==> src/rtl/pt2262_pkg.sv <==
// Shared types for the PT2262 frame encoder: symbol kinds, FSM states and
// the address-pair trit decode.
package pt2262_pkg;

  typedef enum logic [1:0] {
    SYM_0,
    SYM_1,
    SYM_F,
    SYM_SYNC
  } symbol_t;

  typedef enum logic [1:0] {
    ST_IDLE,
    ST_SEND,
    ST_FRAME_END
  } state_t;

  // 00 -> 0, 01 -> 1, 1x -> F (floating)
  function automatic symbol_t trit_decode(input logic [1:0] pair);
    if (pair[1]) begin
      return SYM_F;
    end
    if (pair[0]) begin
      return SYM_1;
    end
    return SYM_0;
  endfunction

endpackage

==> src/rtl/pt2262_frame_encoder_if.sv <==
// Request/status bundle of the PT2262 frame encoder; the controller side
// uses master, the encoder uses slave.
interface pt2262_frame_encoder_if #(
  parameter int N_ADDR = 8,
  parameter int N_DATA = 4
);
  localparam int DW = (N_DATA > 0) ? N_DATA : 1;

  logic                  start;
  logic                  hold;
  logic [2*N_ADDR-1:0]   addr;
  logic [DW-1:0]         data;
  logic                  busy;
  logic                  cod_o;
  logic                  sync;
  logic                  frame_done;
  logic                  done;

  modport master (
    output start, hold, addr, data,
    input  busy, cod_o, sync, frame_done, done
  );

  modport slave (
    input  start, hold, addr, data,
    output busy, cod_o, sync, frame_done, done
  );

endinterface

==> src/rtl/osc_tick_gen.sv <==
// Chip-rate oscillator modelled as a clock enable: one-cycle tick every
// CLK_DIV clk, counter held at zero while clr is high.
module osc_tick_gen #(
  parameter int CLK_DIV = 250
) (
  input  logic clk,
  input  logic reset,
  input  logic clr,
  output logic tick
);

  localparam int TW = (CLK_DIV > 1) ? $clog2(CLK_DIV) : 1;
  localparam logic [TW-1:0] CNT_LAST = TW'(CLK_DIV - 1);

  logic [TW-1:0] cnt_q;
  logic [TW-1:0] cnt_d;

  always_comb begin
    cnt_d = cnt_q + TW'(1);
    if (clr || (cnt_q == CNT_LAST)) begin
      cnt_d = '0;
    end
  end

  always_ff @(posedge clk or posedge reset) begin
    if (reset) begin
      cnt_q <= '0;
    end else begin
      cnt_q <= cnt_d;
    end
  end

  assign tick = ~clr & (cnt_q == CNT_LAST);

endmodule

==> src/rtl/pt2262_frame_encoder.sv <==
// PT2262-style tri-state encoder: serialises address trits, data bits and a
// sync symbol onto cod_o, repeating frames per start request or while hold.
//
// state        | meaning
// ST_IDLE      | waiting for start, cod_o low, tick counter held at 0
// ST_SEND      | stepping through chips of the current frame
// ST_FRAME_END | zero-cycle decision on the last tick: next frame or finish
module pt2262_frame_encoder #(
  parameter int N_ADDR    = 8,
  parameter int N_DATA    = 4,
  parameter int CLK_DIV   = 250,
  parameter int T_SHORT   = 4,
  parameter int T_LONG    = 12,
  parameter int T_SYNC_LO = 124,
  parameter int N_REPEAT  = 4
) (
  input  logic                    clk,
  input  logic                    reset,
  pt2262_frame_encoder_if.slave   bus
);
  import pt2262_pkg::*;

  localparam int DW       = (N_DATA > 0) ? N_DATA : 1;
  localparam int N_SYM    = N_ADDR + N_DATA;
  localparam int SW       = $clog2(N_SYM + 1);
  localparam int CHIP_MAX = (T_SYNC_LO > T_LONG) ? T_SYNC_LO : T_LONG;
  localparam int CW       = (CHIP_MAX > 1) ? $clog2(CHIP_MAX) : 1;
  localparam int RW       = $clog2(N_REPEAT + 1);

  localparam logic [SW-1:0] SYNC_IDX   = SW'(N_SYM);
  localparam logic [CW-1:0] SHORT_LAST = CW'(T_SHORT - 1);
  localparam logic [CW-1:0] LONG_LAST  = CW'(T_LONG - 1);
  localparam logic [CW-1:0] SYNC_LAST  = CW'(T_SYNC_LO - 1);
  localparam logic [RW-1:0] REP_MAX    = RW'(N_REPEAT);

  state_t              state_q, state_d, state_v;
  logic [2*N_ADDR-1:0] addr_q, addr_d;
  logic [DW-1:0]       data_q, data_d;
  logic [SW-1:0]       sym_q, sym_d;
  logic [1:0]          chip_q, chip_d;
  logic [CW-1:0]       chip_cnt_q, chip_cnt_d;
  logic [RW-1:0]       rep_q, rep_d;
  logic                cod_q, cod_d;
  logic                frame_done_q, frame_done_d;
  logic                done_q, done_d;

  logic                tick;
  logic                tick_clr;
  symbol_t             cur_sym;
  logic                is_long;
  logic [CW-1:0]       chip_last_cnt;
  logic                last_chip;
  logic                last_sym;
  logic [RW-1:0]       rep_next;
  logic                load_frame;

  assign tick_clr = (state_q == ST_IDLE);

  osc_tick_gen #(
    .CLK_DIV (CLK_DIV)
  ) u_osc (
    .clk   (clk),
    .reset (reset),
    .clr   (tick_clr),
    .tick  (tick)
  );

  always_comb begin
    cur_sym = SYM_SYNC;
    for (int i = 0; i < N_ADDR; i++) begin
      if (sym_q == SW'(i)) begin
        cur_sym = trit_decode(addr_q[2*i +: 2]);
      end
    end
    for (int j = 0; j < N_DATA; j++) begin
      if (sym_q == SW'(N_ADDR + j)) begin
        cur_sym = data_q[j] ? SYM_1 : SYM_0;
      end
    end
  end

  // Chip k of a symbol is high for even k; only the length varies.
  always_comb begin
    case (cur_sym)
      SYM_0:   is_long = chip_q[0];
      SYM_1:   is_long = ~chip_q[0];
      SYM_F:   is_long = chip_q[0] ^ chip_q[1];
      default: is_long = 1'b0;
    endcase
    chip_last_cnt = is_long ? LONG_LAST : SHORT_LAST;
    if ((cur_sym == SYM_SYNC) && chip_q[0]) begin
      chip_last_cnt = SYNC_LAST;
    end
    last_chip = (cur_sym == SYM_SYNC) ? (chip_q == 2'd1) : (chip_q == 2'd3);
    last_sym  = (sym_q == SYNC_IDX);
    rep_next  = (rep_q == REP_MAX) ? REP_MAX : rep_q + RW'(1);
  end

  always_ff @(posedge clk or posedge reset) begin
    if (reset) begin
      state_q      <= ST_IDLE;
      addr_q       <= '0;
      data_q       <= '0;
      sym_q        <= '0;
      chip_q       <= '0;
      chip_cnt_q   <= '0;
      rep_q        <= '0;
      cod_q        <= 1'b0;
      frame_done_q <= 1'b0;
      done_q       <= 1'b0;
    end else begin
      state_q      <= state_d;
      addr_q       <= addr_d;
      data_q       <= data_d;
      sym_q        <= sym_d;
      chip_q       <= chip_d;
      chip_cnt_q   <= chip_cnt_d;
      rep_q        <= rep_d;
      cod_q        <= cod_d;
      frame_done_q <= frame_done_d;
      done_q       <= done_d;
    end
  end

  always_comb begin
    state_v      = state_q;
    addr_d       = addr_q;
    data_d       = data_q;
    sym_d        = sym_q;
    chip_d       = chip_q;
    chip_cnt_d   = chip_cnt_q;
    rep_d        = rep_q;
    cod_d        = cod_q;
    frame_done_d = 1'b0;
    done_d       = 1'b0;
    load_frame   = 1'b0;

    case (state_q)
      ST_IDLE: begin
        if (bus.start) begin
          state_v    = ST_SEND;
          rep_d      = '0;
          load_frame = 1'b1;
        end
      end
      ST_SEND: begin
        if (tick) begin
          if (chip_cnt_q != chip_last_cnt) begin
            chip_cnt_d = chip_cnt_q + CW'(1);
          end else begin
            chip_cnt_d = '0;
            if (!last_chip) begin
              chip_d = chip_q + 2'd1;
              cod_d  = ~cod_q;
            end else if (!last_sym) begin
              sym_d  = sym_q + SW'(1);
              chip_d = '0;
              cod_d  = 1'b1;
            end else begin
              state_v = ST_FRAME_END;
            end
          end
        end
      end
      default: state_v = ST_IDLE;
    endcase

    state_d = state_v;
    // Frame end resolves on the same edge so consecutive frames have no gap.
    if (state_v == ST_FRAME_END) begin
      frame_done_d = 1'b1;
      rep_d        = rep_next;
      if ((rep_next < REP_MAX) || bus.hold) begin
        state_d    = ST_SEND;
        load_frame = 1'b1;
      end else begin
        state_d = ST_IDLE;
        cod_d   = 1'b0;
        done_d  = 1'b1;
      end
    end

    if (load_frame) begin
      addr_d     = bus.addr;
      data_d     = bus.data;
      sym_d      = '0;
      chip_d     = '0;
      chip_cnt_d = '0;
      cod_d      = 1'b1;
    end
  end

  always_comb begin
    bus.busy       = (state_q == ST_SEND);
    bus.cod_o      = cod_q;
    bus.sync       = cod_q & (sym_q == SYNC_IDX);
    bus.frame_done = frame_done_q;
    bus.done       = done_q;
  end

endmodule

==> src/flat_wrapper.sv <==
// flat-port wrapper written by rule: the top's interface ports become plain ports
module pt2262_frame_encoder_flat import pt2262_pkg::*;
#(
  parameter int N_ADDR    = 8,
  parameter int N_DATA    = 4,
  parameter int CLK_DIV   = 250,
  parameter int T_SHORT   = 4,
  parameter int T_LONG    = 12,
  parameter int T_SYNC_LO = 124,
  parameter int N_REPEAT  = 4
)
  (clk, reset, bus_start, bus_hold, bus_addr, bus_data, bus_busy, bus_cod_o, bus_sync, bus_frame_done, bus_done);
  pt2262_frame_encoder_if #(.N_ADDR(N_ADDR), .N_DATA(N_DATA)) bus_i ();
  input  logic clk;
  input  logic reset;
  input wire logic [$bits(bus_i.start)-1:0] bus_start;
  input wire logic [$bits(bus_i.hold)-1:0] bus_hold;
  input wire logic [$bits(bus_i.addr)-1:0] bus_addr;
  input wire logic [$bits(bus_i.data)-1:0] bus_data;
  output wire logic [$bits(bus_i.busy)-1:0] bus_busy;
  output wire logic [$bits(bus_i.cod_o)-1:0] bus_cod_o;
  output wire logic [$bits(bus_i.sync)-1:0] bus_sync;
  output wire logic [$bits(bus_i.frame_done)-1:0] bus_frame_done;
  output wire logic [$bits(bus_i.done)-1:0] bus_done;
  assign bus_i.start = bus_start;
  assign bus_i.hold = bus_hold;
  assign bus_i.addr = bus_addr;
  assign bus_i.data = bus_data;
  assign bus_busy = bus_i.busy;
  assign bus_cod_o = bus_i.cod_o;
  assign bus_sync = bus_i.sync;
  assign bus_frame_done = bus_i.frame_done;
  assign bus_done = bus_i.done;
  pt2262_frame_encoder #(.N_ADDR(N_ADDR), .N_DATA(N_DATA), .CLK_DIV(CLK_DIV), .T_SHORT(T_SHORT), .T_LONG(T_LONG), .T_SYNC_LO(T_SYNC_LO), .N_REPEAT(N_REPEAT)) u_core (.clk(clk), .reset(reset), .bus(bus_i));
endmodule
==> config.mk <==
export PLATFORM = sky130hd
export DESIGN_NAME = pt2262_frame_encoder_flat
export DESIGN_NICKNAME = d
export VERILOG_FILES = /design/src/rtl/pt2262_pkg.sv /design/src/rtl/pt2262_frame_encoder_if.sv /design/src/rtl/osc_tick_gen.sv /design/src/rtl/pt2262_frame_encoder.sv /design/src/flat_wrapper.sv
export SDC_FILE = /design/constraint.sdc
export NUM_CORES = 1
export LEC_CHECK = 0
export CORE_MARGIN = 5
export CORE_UTILIZATION = 38
export DETAILED_ROUTE_END_ITERATION = 8
export DONT_BUFFER_PORTS = 1
export PLACE_DENSITY = 0.53
export SLEW_MARGIN = 20
export SYNTH_ARGS = -nofsm -noshare
export SYNTH_HDL_FRONTEND = slang
export SYNTH_SLANG_ARGS = --single-unit
==> constraint.sdc <==
create_clock -name clk -period 3.75 [get_ports clk]
set_clock_uncertainty 0.05 [all_clocks]
set_input_delay 0.375 -clock clk [delete_from_list [all_inputs] [get_ports clk]]
set_output_delay 0.375 -clock clk [all_outputs]
set_load 0.01 [all_outputs]
## Yosys cells after proc, flatten, opt, wreduce, memory -nomap -nowiden

Cells that the tools add are included.

- Bits in registers: 49
- Latch bits: 0
- RAM bits: 0
- ROM bits: 0
- Input port bits: 24
- Output and inout bits: 5
- Logic and storage cells: 199
- Memories kept: 0

- $add $sub $neg: 5
- $mul: 0
- Div/mod/pow operators: 0
- $lt $le $gt $ge: 1
- Equal/unequal tests: 25
- Shift operators: 0
- Multiplexer cells: 136
- Bitwise logic cells: 6
- Reduce and logical (&&, ||, !) cells: 15

Operators with widths:

| operator | number |
|---|---|
| 2-bit 2-to-1 mux | 56 |
| 1-bit 2-to-1 mux | 61 |
| 7-bit 2-to-1 mux | 5 |
| 4-bit 2-to-1 mux | 7 |
| 4-bit equality test, second input constant | 5 |
| 4-bit by 3-bit equality test with 1-bit output, second input constant | 4 |
| 3-bit 2-to-1 mux | 4 |
| 2-bit nonzero test | 5 |
| 8-bit by 1-bit adder with 8-bit output, second input constant | 1 |
| 2-bit equality test, second input constant | 4 |
| 4-bit by 2-bit equality test with 1-bit output, second input constant | 2 |
| 8-bit equality test, second input constant | 1 |
| 8-bit 2-to-1 mux | 1 |
| 7-bit by 1-bit adder with 7-bit output, second input constant | 1 |
| 7-bit != test | 1 |
| 2-bit by 1-bit equality test with 1-bit output, second input constant | 3 |
| 5-bit AND reduction | 1 |
| 4-bit by 1-bit adder with 4-bit output, second input constant | 1 |
| 4-bit by 1-bit equality test with 1-bit output, second input constant | 1 |
| 2-bit zero test | 2 |
| 4-bit zero test | 1 |
| 2-bit case mux with 2 select lines | 1 |
| 2-bit AND reduction | 2 |
| 4-bit AND reduction | 1 |
| 13 further kinds | 17 |

## Longest topological paths before layout

Gate-level depths: netlist of the first run.

- Word-level depth: 30
- Gate-level depth with buffers: 13
- Mapped depth without buffers: 11

## By module

Synthesis of the first run repeated with hierarchy kept, for this count alone.

- Cells, all modules: 297
- Area total of the unflattened synthesis: 2924.1 um^2

By module, submodules not included:

| module | times used | cells each | area each (um^2) | seq. area each (um^2) |
|---|---|---|---|---|
| pt2262_frame_encoder | 1 | 253 | 2484.9 | 1026.0 |
| osc_tick_gen | 1 | 44 | 439.2 | 200.2 |

## Worst setup path after synthesis of the first run

OpenSTA, ideal clock, no wires.

- Path kind: register to register
- From: register u_core.sym_q[1]
- To: register u_core.addr_q[10]
- Setup time: 125 ps
- Arrival: 3195 ps
- Slack: 380 ps
- Stages on the path, launching flop included: 13
- Buffers on the path: 1
- Cells stage by stage: dfrtp_1 > inv_1 > ha_1 > nor2b_1 > a2111o_1 > o22ai_1 > a211oi_2 > o21ai_1 > mux2i_2 > nand4_4 > o31ai_4 > buf_12 > mux2_4

- Word-level cells in the longest chain between the ends: 23
- Elaborated cells on any way between the ends: 42
- Classes of those cells: eq/ne: 17; mux: 22; reduce/logical: 3

Ends and longest elaborated chain:

| element | line | RTL |
|---|---|---|
| from (decl) | pt2262_frame_encoder.sv:39 | `logic [SW-1:0] sym_q, sym_d;` |
| from (signal assigned) | pt2262_frame_encoder.sv:115 | `sym_q <= sym_d;` |
| 4-bit zero test | pt2262_frame_encoder.sv:71 | `if (sym_q == SW'(i)) begin` |
| 2-bit 2-to-1 mux (8 in series) | pt2262_frame_encoder.sv:71 |  |
| 2-bit 2-to-1 mux (4 in series) | pt2262_frame_encoder.sv:76 | `if (sym_q == SW'(N_ADDR + j)) begin` |
| 2-bit equality test, or another cell as far along | pt2262_frame_encoder.sv:84 | `case (cur_sym)` |
| 1-bit case mux with 3 select lines | pt2262_frame_encoder.sv:84 |  |
| 4-bit 2-to-1 mux | pt2262_frame_encoder.sv:90 | `chip_last_cnt = is_long ? LONG_LAST : SHORT_LAST;` |
| 7-bit 2-to-1 mux | pt2262_frame_encoder.sv:91 | `if ((cur_sym == SYM_SYNC) && chip_q[0]) begin` |
| 7-bit != test | pt2262_frame_encoder.sv:148 | `if (chip_cnt_q != chip_last_cnt) begin` |
| 2-bit 2-to-1 mux * | pt2262_frame_encoder.sv:148 |  |
| 2-bit 2-to-1 mux * | pt2262_frame_encoder.sv:147 | `if (tick) begin` |
| 2-bit case mux with 2 select lines * | pt2262_frame_encoder.sv:138 | `case (state_q)` |
| 2-bit equality test * | pt2262_frame_encoder.sv:170 | `if (state_v == ST_FRAME_END) begin` |
| 1-bit 2-to-1 mux * | pt2262_frame_encoder.sv:170 |  |
| to (signal assigned) | pt2262_frame_encoder.sv:113 | `addr_q <= addr_d;` |
| to (decl) | pt2262_frame_encoder.sv:37 | `logic [2*N_ADDR-1:0] addr_q, addr_d;` |

Every way passes the cells marked *; elsewhere a longest branch is shown, timed or not.
A chain may end at the register's enable or synchronous reset.

## Worst setup path after layout of the first run

- From: register u_core.sym_q[0]
- To: register u_core.addr_q[13]

Same word-level chain as after synthesis.

==> results of run 1 <==
registers in the layout, summed over array words and instances (netlist names):
register,count
u_core.addr_q,16
u_core.bus.cod_o,1
u_core.bus.done,1
u_core.bus.frame_done,1
u_core.chip_cnt_q,7
u_core.chip_q,2
u_core.data_q,4
u_core.rep_q,3
u_core.state_q,2
u_core.sym_q,4
u_core.u_osc.cnt_q,8
routing by layer:
metal	global-route usage (%)	up-vias	part of all wire, %
li1	-	1004	-
met1	18.0	971	48
met2	20.4	37	44
met3	4.53	4	6.6
met4	3.55	0	0.91
met5	0	-	0
critical path: cells and delay by family (launching register included):
family / cells / cell delay, ns
buffers and inverters: 2 / 0.34
AND/OR/NAND/NOR: 1 / 0.19
AO/OA/AOI/OAI: 5 / 1.31
multiplexers: 2 / 0.70
adder cells (fa/ha/maj): 1 / 0.33
flip-flops: 1 / 0.44
stage by stage:
stage / instance area, um^2 / setup WS, ns / hold WS, ns / total power, uW
2_1_floorplan: 2820 / 0.380 / 0.411 / 783
3_5_place_dp: 2910 / 0.163 / 0.443 / 819
6_report: 3020 / 0.250 / 0.0387 / 1140
3_3_place_gp: 2910 / 0.176 / 0.436 / 817
5_1_grt: 3020 / -0.00155 / 0.107 / 1200
4_1_cts: 3010 / 0.143 / 0.144 / 1160
cells by family (layout without fill, tap and decap cells):
family	after synthesis	in the layout	share of synthesized area, %
AOI/OAI and AO/OA	52	52	13.4
adders and majority gates	9	9	3.99
and+or+nand+nor	109	109	20.3
other	1	1	0.133
DFF	49	49	43.5
muxes	24	24	11.1
buffers and inverters	25	29	5.06
xor gates and xnor gates	8	8	2.48
layout by cell type, fill, tap and decap left out, types with 3 or more instances in the layout:
master / n
a211oi_1: 4
a21oi_1: 9
a31oi_1: 4
and2_1: 4
and3_1: 3
buf_4: 6
clkbuf_8: 5
dfrtp_1: 49
ha_1: 9
inv_1: 13
mux2_2: 8
mux2_4: 12
mux2i_1: 3
nand2_1: 21
nand2b_1: 4
nand3_1: 20
nand4_1: 3
nor2_1: 24
nor2b_1: 5
nor3_1: 7
nor3b_1: 3
o21ai_0: 8
o31ai_1: 3
or2_2: 3
xnor2_1: 4
xor2_1: 4
cell type report:
| type | count | area (um^2) | share of cell area [%] |
|---|---|---|---|
| Inverter | 14 | 53.8 | 1.78 |
| Sequential cell | 49 | 1230 | 40.6 |
| Clock buffer | 5 | 68.8 | 2.28 |
| Tap cell | 99 | 124 | 4.10 |
| Clock inverter | 3 | 26.3 | 0.869 |
| Multi-Input combinational cell | 203 | 1460 | 48.3 |
| Timing Repair Buffer | 7 | 65.1 | 2.15 |
final timing paths:
| kind | start | cells past startpoint | slack [ns] | endpoint |
|---|---|---|---|---|
| worst max-delay path | u_core.sym_q[0] | 11 | 0.25 | u_core.addr_q[13] |
| max in group asynchronous | reset | 1 | 3.11 | u_core.addr_q[0] |
| worst min-delay path | reset | 1 | 0.04 | u_core.u_osc.cnt_q[0] |
| worst max register to register | u_core.sym_q[0] | 11 | 0.25 | u_core.addr_q[13] |
| min in group clk | bus_addr[6] | 1 | 0.16 | u_core.addr_q[6] |
| worst min register to register | u_core.u_osc.cnt_q[0] | 1 | 0.45 | u_core.u_osc.cnt_q[0] |
Yosys cell counts, types with 2 or more instances:
| cell | number | area [um^2] |
|---|---|---|
| nand2b_1 | 4 | 25.0 |
| or3_1 | 2 | 12.5 |
| mux2_4 | 12 | 180 |
| ha_1 | 9 | 113 |
| nor2_1 | 24 | 90.1 |
| mux2_2 | 8 | 90.1 |
| o21ai_0 | 8 | 40.0 |
| dfrtp_1 | 49 | 1230 |
| xor2_1 | 4 | 35.0 |
| and3_1 | 3 | 18.8 |
| nor2b_1 | 5 | 31.3 |
| mux2i_1 | 3 | 30.0 |
| nand4_1 | 3 | 18.8 |
| o21ai_1 | 2 | 10.0 |
| buf_6 | 3 | 33.8 |
| nor3b_1 | 3 | 22.5 |
| inv_1 | 14 | 52.6 |
| or2_2 | 3 | 18.8 |
| clkbuf_1 | 2 | 7.51 |
| a311oi_1 | 2 | 17.5 |
| nand4b_1 | 2 | 17.5 |
| nand3b_1 | 2 | 15.0 |
| o22ai_1 | 2 | 12.5 |
| buf_2 | 2 | 10.0 |
| and2_1 | 4 | 25.0 |
| nor3_1 | 7 | 35.0 |
| o31ai_1 | 3 | 22.5 |
| nand2_1 | 21 | 78.8 |
| a31oi_1 | 4 | 25.0 |
| o21bai_1 | 2 | 15.0 |
| xnor2_1 | 4 | 35.0 |
| nand3_1 | 20 | 100 |
| a211oi_1 | 4 | 30.0 |
| buf_4 | 2 | 15.0 |
| a21oi_1 | 9 | 45.0 |
power by group through the flow:
stage | logic [uW] | registers (uW) | clock network (uW)
after floorplan | 151 | 633 | 0
after global placement | 168 | 649 | 0
after detailed placement | 172 | 647 | 0
after CTS | 173 | 638 | 348
after global routing | 192 | 647 | 364
final | 170 | 637 | 331
timing repair:
action,in CTS,in global routing
gates resized for setup,0,2
setup buffers,0,1
endpoints found under the setup margin,0,20
==> results, run 1 <==
- The flow ran to the end, and the final reports show no timing, DRC or antenna violations.
- The largest individual stage delay along the critical path comes from the cell dfrtp_1.
- The switching part of the total is around 28%.
- The endpoint arrival time on the critical path is 3.65 ns.
- The first global-routing pass estimated 9.64 mm of wire.
- The largest fanout of any net on the critical path is 28.
- Sequential elements use 43.5% of the synthesized area.
- The minimum clock period is around 3.5 ns.
- The number of synthesized flops with an enable pin is 0.
- By startpoint and endpoint, the worst setup path is classified as flop to flop.
- The number of levels the H-tree was split into is 2.
- The number of iterations in the first detailed-routing pass is 4.
- The required time of the critical path is slightly below 4 ns.
- The average footprint of a synthesized cell is 10.2 um^2.
- The post-synth net total is 310.
- The die covers 0.00925 mm^2.
- VDD sags by at most 179 uV.
- The share of total power dissipated in the clock network is 29.1%.
- Counting flops and latches in the post-synthesis netlist gives 49.
- Setup violations remaining at the end of the flow were counted as 0.
- The number of global-route vias before repair is 2,000.
- The global-route congestion overflow total is 0.
- The number of placed instances, taps included is approximately 370.
- For this run, the top clock speed supported by timing is 0.286 GHz.
- In this run, the combinational gates consume 14.9% of the power.
- The number of standard cells after synthesis is 277.
- Counting the buffers created by CTS gives 5.
- The initial cell density of the core is about two fifths.
- After detailed routing, the average wire length per cell comes to 15.0 um.
- The number of DRC markers in iteration 0 is about 120.
- The clock network latency to the later pin of the worst-skew pair is 0.31 ns.
- The worst stage delay on the critical path is 0.44 ns.
- The signal on the critical path passes through inv_1 -> ha_1 -> a2111o_1 -> o22ai_1 -> a211oi_2 -> o21ai_1 -> mux2i_2 -> nand4_4 -> o31ai_4 -> buf_12 -> mux2_2.
- The count of hold buffers inserted by post-cts repair is 0.
- The deepest clock path buffer count is 2.
- The clock slew at the register clock pins of the worst setup and hold paths is 0.10 ns.
- The prevailing post-synth register cell is dfrtp_1.
- The core area is 0.00725 mm^2.
- The layout has 723 filler cells.
- After synthesis, the share of flip-flops with an asynchronous set or reset is 100%.
- The leakage power figure is 0.00128 uW.
- The class of the most critical hold timing path is input port to async pin.
- The kind of launch point of the worst setup path is a flop.
- The internal power is 822 uW.
- The placer congestion estimate is 0.775.
- The number of pins exceeding their max-slew limit in the final report came to 0.
- The total routed wirelength is 5.69 mm.
- Summing every instance area after synthesis gives 0.00282 mm^2.
- Adding up every negative setup slack in the final design gives 0 ns.
- Excluding fillers, the count of instances in the completed layout stands at 380.
- Sequential cells burn 56.0% of the power.
- The area growth from synthesis to layout is 7.14%.
- The count of nets left with antenna violations once routing finished came out at 0.
- The pin count of the biggest net entering global routing is 50.
- The count of vias placed by the detailed router is around 2,000.
- Global routing used 13.4% of the available tracks.
- The headroom to the max-slew limit is 43.1%.
- The master cell of the clock root buffer is clkbuf_8.
- The final net count is 313.
- The number of input and output port buffers inserted is 0.
- The tool flagged a number of max-cap violations equal to 0.
- The number of antenna violations at the first check in global routing came to 0.
- The switching power total is 316 uW.
- The share of post-route cells with drive strength above 1 is approximately 17%.
- Clock tree synthesis found a total of 49 sinks.
- The share of the cycle needed by the critical path after routing is between 90 and 100%.
- The die width is 96.2 um.
- The hold violation count in the final report is 0.
- The HPWL reported at the end of detailed placement is 4.06 mm.
- The count of distinct cell types in the synthesized netlist is 61.
- The number of warnings reported in the yosys synthesis log is 0.
- The floorplan die height is 96.2 um.
- Dividing the detail-routed via count by the number of cells gives 5.31.
- The power density over the cells is between 300 and 400 mW/mm^2.
- The post-route core utilization is between 40% and 50%.
- In this run the core area contains 31 standard-cell rows.
- The number of primary I/O pins is 29.
- TritonCTS built the clock tree.
- The antenna diode instance count is 0.
- The final routed DRC violation total is 0.
- At the pin with the least slew margin, the transition time is 0.852 ns.
- The endpoint type of the worst setup path is a flop.
Note: power is estimated with default switching activity, not from simulation.
==> run 2, diff against run 1 <==
--- a/config.mk
+++ b/config.mk
@@ -10,7 +10,7 @@
 export DETAILED_ROUTE_END_ITERATION = 8
 export DONT_BUFFER_PORTS = 1
 export PLACE_DENSITY = 0.53
-export SLEW_MARGIN = 20
+export SLEW_MARGIN = 5
 export SYNTH_ARGS = -nofsm -noshare
 export SYNTH_HDL_FRONTEND = slang
 export SYNTH_SLANG_ARGS = --single-unit
==> run 2 against run 1 <==
Effect of this change:
- setup slack got worse by 0.018 ns
- critical path depth unchanged
- sequential share of layout area about the same
- highest routed layer unchanged
- register-to-register slack got worse by 0.02 ns
- count of clock-buffer cells in the layout unchanged
==> results, run 2 (synthesis gave the netlist of run 1 again) <==
- The flow ran to the end, and the final reports show no timing, DRC or antenna violations.
- The worst path uses 93.8% of the clock period.
- The register with the most flip-flops in the final layout is u_core.addr_q.
- The number of antenna violations at the first check in global routing came to 0.
- The sequential cell area is 0.00123 mm^2.
- The worst hold path belongs to the class input port to async pin.
- The total area of multi-input combinational cells is 0.00146 mm^2.
- After detailed routing, the average wire length per cell comes to 15.0 um.
- Combinational logic is responsible for 14.9% of the overall power.
- The sequential share of power is 55.9%.
- No sink is reached through more buffers than the 2 on the longest clock path.
- In this run the remaining antenna-violating nets after routing total 0.
- The sum of negative setup slack is 0 ns.
- The CTS sink count is 49.
- In the layout the commonest cells are dfrtp_1 (49), nor2_1 (24), nand2_1 (21).
- The hold violation count in the final report is 0.
- Overall power consumption after layout is estimated at 1140 uW.
- Entering global routing, the biggest net connects 50 pins.
- The floorplan die height is 96.2 um.
- For this run, the share of the core covered by cells in the final layout is 41.7%.
- The first global-routing pass estimated 9.64 mm of wire.
- The total routed wirelength is 5.70 mm.
- The placer congestion estimate is slightly below 0.8.
- After layout, the minimum clock period comes to between 3 and 4 ns.
- STA classifies the critical path startpoint as a flop.
- After detailed routing, the number of vias per cell comes to 5.37.
- The global-route congestion overflow total is 0.
- The slew of the pin with the lowest slew margin is roughly 1.0 ns.
- For this design, the slowest cell found on the critical path is dfrtp_1.
- The clock slew at the register clock pins of the worst setup and hold paths is 0.10 ns.
- Summing over every cut layer, the via total after detailed routing is 2,041.
- The first TritonRoute pass finished after 5 iterations.
- The critical path goes through inv_1 -> ha_1 -> a2111o_1 -> o22ai_1 -> a211oi_2 -> o21ai_1 -> mux2i_2 -> nand4_4 -> o31ai_4 -> buf_12 -> mux2_2.
- IR analysis of the VDD net gives a maximum drop of 179 uV.
- The required time of the critical path is a little under 4 ns.
- The number of primary I/O pins is 29.
- The endpoint arrival time on the critical path is between 3 and 4 ns.
- Setup violations remaining at the end of the flow were counted as 0.
- Once the floorplan was initialized, standard cells occupied 38.9% of the core.
- The endpoint type of the worst setup path is a flop.
- Timing would allow up to roughly 0.28 GHz.
- Power spread over the standard cell area amounts to 377 mW/mm^2.
- The area growth from synthesis to layout is 7.10%.
- The final net count is approximately 310.
- The number of pins exceeding their max-slew limit in the final report was 0.
- The clock network burns 29.2% of the power.
- The number of max-capacitance violations reported is 0.
- TritonCTS built the clock tree.
- The number of levels the H-tree was split into is 2.
- The internal portion of the total power is between 800 and 900 uW.
- The most common library cell in the layout ignoring fill and taps is dfrtp_1.
- The largest registers in the layout are u_core.addr_q: 16 flops, u_core.u_osc.cnt_q: 8 flops, u_core.chip_cnt_q: 7 flops.
- The floorplan has 31 rows.
- The number of global-route vias before repair is 2,000.
- The switching part of the total is ~28%.
- The clock network latency to the later pin of the worst-skew pair is 0.31 ns.
- After floorplanning, the core was sized to cover 0.00725 mm^2.
- The count of fill cells added during filler insertion is 724.
- For this block, the initial DRC count from the detailed router was 134.
- Cells with a size suffix above 1 make up 16.7% of the layout.
- For this run, the slowest stage of the critical path takes 0.44 ns.
- In the routed design, unresolved DRC markers number 0.
- Headroom to the max-slew limit came out at a little under a third.
- Clock tree synthesis selected as its root buffer the cell clkbuf_8.
- The die covers 0.00925 mm^2.
- For this design the total switching power over the nets is 318 uW.
- The total routing usage reported by global routing is 13.4%.
- The kind of critical path is flop to flop.
- The number of flip-flops under the largest register name is 16.
- Summed over all nets, the half-perimeter wirelength after detailed placement is 4.06 mm.
- The leakage power figure is 0.00128 uW.
- The antenna diode instance count is 0.
- The TritonCTS buffer count is 5.
- Port buffering added 0 buffers.
- The largest fanout of any net on the critical path is 28.
- The die is approximately 96 um wide.
==> run 2: repair_timing <==
item / CTS / global route
resized for setup: 0 / 2
endpoints found under the setup margin: 0 / 20
hold buffers: 0 / 0
buffers inserted: 0 / 1
==> run 2: worst max-delay path: cells and delay by family, from the launching register on <==
kind	cells	cell delay (ns)
compound gates	5	1.33
fa+ha+maj	1	0.33
buf+inv	2	0.35
flops	1	0.44
mux	2	0.70
simple gates	1	0.19
==> run 2: metal layers <==
metal  vias to the layer above  track usage, %  wire length (um)
met5                         -               0                 0
met4                         0            3.55                53
met3                         4            4.53               390
met2                        42            20.4              2520
met1                       990            18.0              2740
li1                       1005               -                 -
==> run 2: final cells by class <==
type / instances / share of cell area (%)
clock buffer: 5 / 2.28
inverter: 14 / 1.74
clock inverter: 3 / 0.870
tap: 99 / 4.10
timing repair buffer: 7 / 2.15
multi-input combinational: 203 / 48.3
sequential: 49 / 40.6
==> run 2: power by group through the flow <==
stage | combinational (uW) | clock [uW] | sequential, uW
detailed placement | 172 | 0 | 647
CTS | 173 | 348 | 638
global route | 192 | 364 | 647
global placement | 168 | 0 | 649
finish | 170 | 333 | 637
floorplan | 151 | 0 | 633
==> run 2: worst paths after layout <==
| kind | start | endpoint | slack [ns] | cells past startpoint |
|---|---|---|---|---|
| worst max-delay path | u_core.sym_q[0] | u_core.data_q[3] | 0.23 | 11 |
| min in group clk | bus_addr[6] | u_core.addr_q[6] | 0.15 | 1 |
| worst min register to register | u_core.u_osc.cnt_q[0] | u_core.u_osc.cnt_q[0] | 0.45 | 1 |
| worst min-delay path | reset | u_core.u_osc.cnt_q[3] | 0.13 | 1 |
| worst max register to register | u_core.sym_q[0] | u_core.data_q[3] | 0.23 | 11 |
| max in group asynchronous | reset | u_core.addr_q[1] | 2.89 | 1 |
==> run 2: through the flow <==
stage / setup WS (ns) / hold WS, ns / area (um^2) / std cells
CTS: 0.143 / 0.144 / 3010 / 379
floorplan: 0.380 / 0.411 / 2820 / 277
finish: 0.232 / 0.127 / 3020 / 380
global placement: 0.176 / 0.436 / 2910 / 371
global route: -0.00155 / 0.131 / 3020 / 380
detailed placement: 0.163 / 0.443 / 2910 / 371
==> run 3, diff against run 2 <==
--- a/config.mk
+++ b/config.mk
@@ -9,7 +9,7 @@
 export CORE_UTILIZATION = 38
 export DETAILED_ROUTE_END_ITERATION = 8
 export DONT_BUFFER_PORTS = 1
-export PLACE_DENSITY = 0.53
+export PLACE_DENSITY_LB_ADDON = 0.2
 export SLEW_MARGIN = 5
 export SYNTH_ARGS = -nofsm -noshare
 export SYNTH_HDL_FRONTEND = slang
==> run 3 against run 2 <==
Effect of this change:
- setup slack got worse by 0.0055 ns
- count of clock-buffer cells in the layout grew 2
- first-iteration DRC count fell by 12%
- design area down 0.12%
- flip-flop and latch count unchanged
- critical path depth up 2
- non-clock buffer count unchanged
- largest power group unchanged
- highest routed layer is now met5
==> results, run 3 (synthesis gave the netlist of run 1 again) <==
- Once layout is complete, the utilization of the core stands at 41.6%.
- The worst vdd rail ir drop is around 170 uV.
- The TritonCTS buffer count is 5.
- The top cell types in the final layout, fill and taps aside, are dfrtp_1 (49), nor2_1 (24), nand2_1 (21).
- The highest attainable clock frequency is 0.284 GHz.
- The largest register by flop count is u_core.addr_q.
- The detailed router finished its first iteration with about 120 violations.
- The worst register-to-register path begins at u_core.sym_q[1].
- The CTS sink count is 49.
- The power density over the cells is 372 mW/mm^2.
- The worst hold path belongs to the class input port to async pin.
- In the routed design, unresolved DRC markers number 0.
- The minimum clock period is 3.52 ns.
- After routing the design area is 0.00302 mm^2.
- After layout, the worst path uses 94.0% of the clock period.
- The headroom to the max-slew limit is about three fifths.
- The endpoint type of the worst setup path is a flop.
- From synthesis to final layout, the design area changed by 6.96%.
- 0 antenna diodes ended up in the layout.
- In this run the static leakage power is 0.00127 uW.
- Clock-pin slew was measured on the worst setup and hold paths at 0.09 ns.
- The first global-routing pass estimated 10.1 mm of wire.
- After detailed routing, the number of vias per cell comes to 5.27.
- The routed design has 5.79 mm of wire.
- For the worst setup path, the data arrival time is 3.65 ns.
- The die covers 0.00925 mm^2.
- The HPWL reported at the end of detailed placement is 4.09 mm.
- Setup repair after global routing left no endpoint under its margin.
- The number of flip-flops under the largest register name is 16.
- The floorplan has 31 rows.
- The number of routed nets with antenna violations is 0.
- The H-tree was split into 2 levels.
- The number of pins exceeding their max-slew limit in the final report was 0.
- The setup check on the worst reg-to-reg path leaves a slack of 0.23 ns.
- After detailed routing, the average wire length per cell comes to about 15 um.
- The number of antenna violations at the first check in global routing is 1.
- The sum of negative setup slack is 0 ns.
- By startpoint and endpoint, the worst setup path is classified as flop to flop.
- The tree is rooted in a clkbuf_8.
- 29 I/O pins were placed.
- Setup violations remaining at the end of the flow were counted as 0.
- The clock tree from TritonCTS is done.
- The count of vias placed by the detailed router is 1,997.
- The area of placed instances is 0.00291 mm^2.
- Max-cap violations in this run came to 0.
- The floorplan die height is 96.2 um.
- The required time of the critical path is 3.88 ns.
- The initial cell density of the core is 38.9%.
- After clock tree synthesis, the flow added hold-fix buffers numbering 0.
- After floorplanning, the core was sized to cover approximately 0.0073 mm^2.
- The run finished with clean final reports.
- The total routing usage reported by global routing is between 10% and 20%.
- The pre-antenna-repair detailed-routing pass consisted of 4 iterations.
- In this run the critical register-to-register path is captured at u_core.data_q[0].
- The congestion estimate from routability-driven global placement came to 0.792.
- The kind of launch point of the worst setup path is a flop.
- The final net count is ~310.
- The number of input and output port buffers inserted is 0.
- The die width is 96.2 um.
- Measured in cells, the most critical reg-to-reg path has a length of 13.
- The largest fanout of any net on the critical path is 28.
- The library cell used most frequently in the layout, excluding fill and tap cells, is dfrtp_1.
- Clock latency on the worst-skew pair, taken at its later pin, is 0.29 ns.
- The number of global-route vias before repair is between 2,000 and 2,500.
- The slew of the pin with the lowest slew margin is 0.628 ns.
- The hold violation count in the final report is 0.
- The share of post-route cells with drive strength above 1 is 16.8%.
- The pin count of the biggest net entering global routing is 50.
- The largest registers in the layout are u_core.addr_q: 16 flops, u_core.u_osc.cnt_q: 8 flops, u_core.chip_cnt_q: 7 flops.
- The longest clock path from root to sink contains 2 buffers.
- The total overflow left after global routing is 0.
[run 3: changes by cell type in the layout (fill, tap and decap cells not counted), sizes merged]
| cell | change |
|---|---|
| clkbuf | +2 |
| clkinv | -2 |
| inv | -1 |
[run 3: area by class of cell]
class                      count  area (um^2)
clock buffer                   7         86.3
fill                         713         4240
inverter                      14         52.6
multi-input combinational    203         1460
sequential                    49         1230
tap                           99          124
timing repair buffer           7         65.1
[run 3: what timing repair did]
| action | in CTS | in global routing |
|---|---|---|
| setup endpoints to repair | 0 | 20 |
| resized for setup | 0 | 4 |
| endpoints found under the hold margin | 0 | 0 |
| setup buffers | 0 | 2 |
[run 3: per-stage QoR]
| stage | hold slack, ns | total power [uW] | worst slack [ns] | std cells |
|---|---|---|---|---|
| final | 0.0634 | 1120 | 0.227 | 379 |
| after CTS | 0.0996 | 1140 | 0.148 | 377 |
| after floorplan | 0.411 | 783 | 0.380 | 277 |
| after global placement | 0.421 | 818 | 0.315 | 370 |
| after detailed placement | 0.424 | 823 | 0.199 | 370 |
| after global routing | 0.131 | 1200 | 0.0128 | 379 |
[run 3: worst max-delay path, cell delays in order, from the launching register on]
cell and delay [ns]:
dfrtp_1 0.43, inv_1 0.09, ha_1 0.19, buf_4 0.17, nor2_1 0.10, a221oi_1 0.08
o31ai_1 0.38, a21oi_1 0.14, o21ai_1 0.30, mux2i_2 0.36, nand4_4 0.19, o31ai_4 0.29
buf_12 0.24, mux2_2 0.36
[run 3: layer usage]
metal | vias to the layer above | GRT usage [%] | part of all wire, %
met5 | - | 0 | 0.12
met4 | 2 | 4.15 | 1.1
met3 | 6 | 3.83 | 4.9
met2 | 32 | 21.7 | 46
met1 | 961 | 18.7 | 48
li1 | 996 | - | -
[run 3: where the power goes]
| group | total, uW | internal, uW | switching [uW] |
|---|---|---|---|
| Combinational | 172 | 95.8 | 75.7 |
| Clock | 313 | 147 | 166 |
| Sequential | 639 | 590 | 48.4 |
| Total | 1120 | 833 | 290 |
[run 3: worst max path at each step]
| stage | from | end | slack, ns | cells after the start |
|---|---|---|---|---|
| 5_1_grt | u_core.sym_q[1] | u_core.addr_q[14] | 0.01 | 13 |
| 6_report | u_core.sym_q[1] | u_core.data_q[0] | 0.23 | 13 |
| 2_1_floorplan | u_core.sym_q[1] | u_core.addr_q[10] | 0.38 | 12 |
| 3_3_place_gp | u_core.sym_q[0] | u_core.addr_q[15] | 0.31 | 12 |
| 4_1_cts | u_core.sym_q[0] | u_core.data_q[0] | 0.15 | 12 |
| 3_5_place_dp | u_core.sym_q[0] | u_core.data_q[0] | 0.20 | 12 |
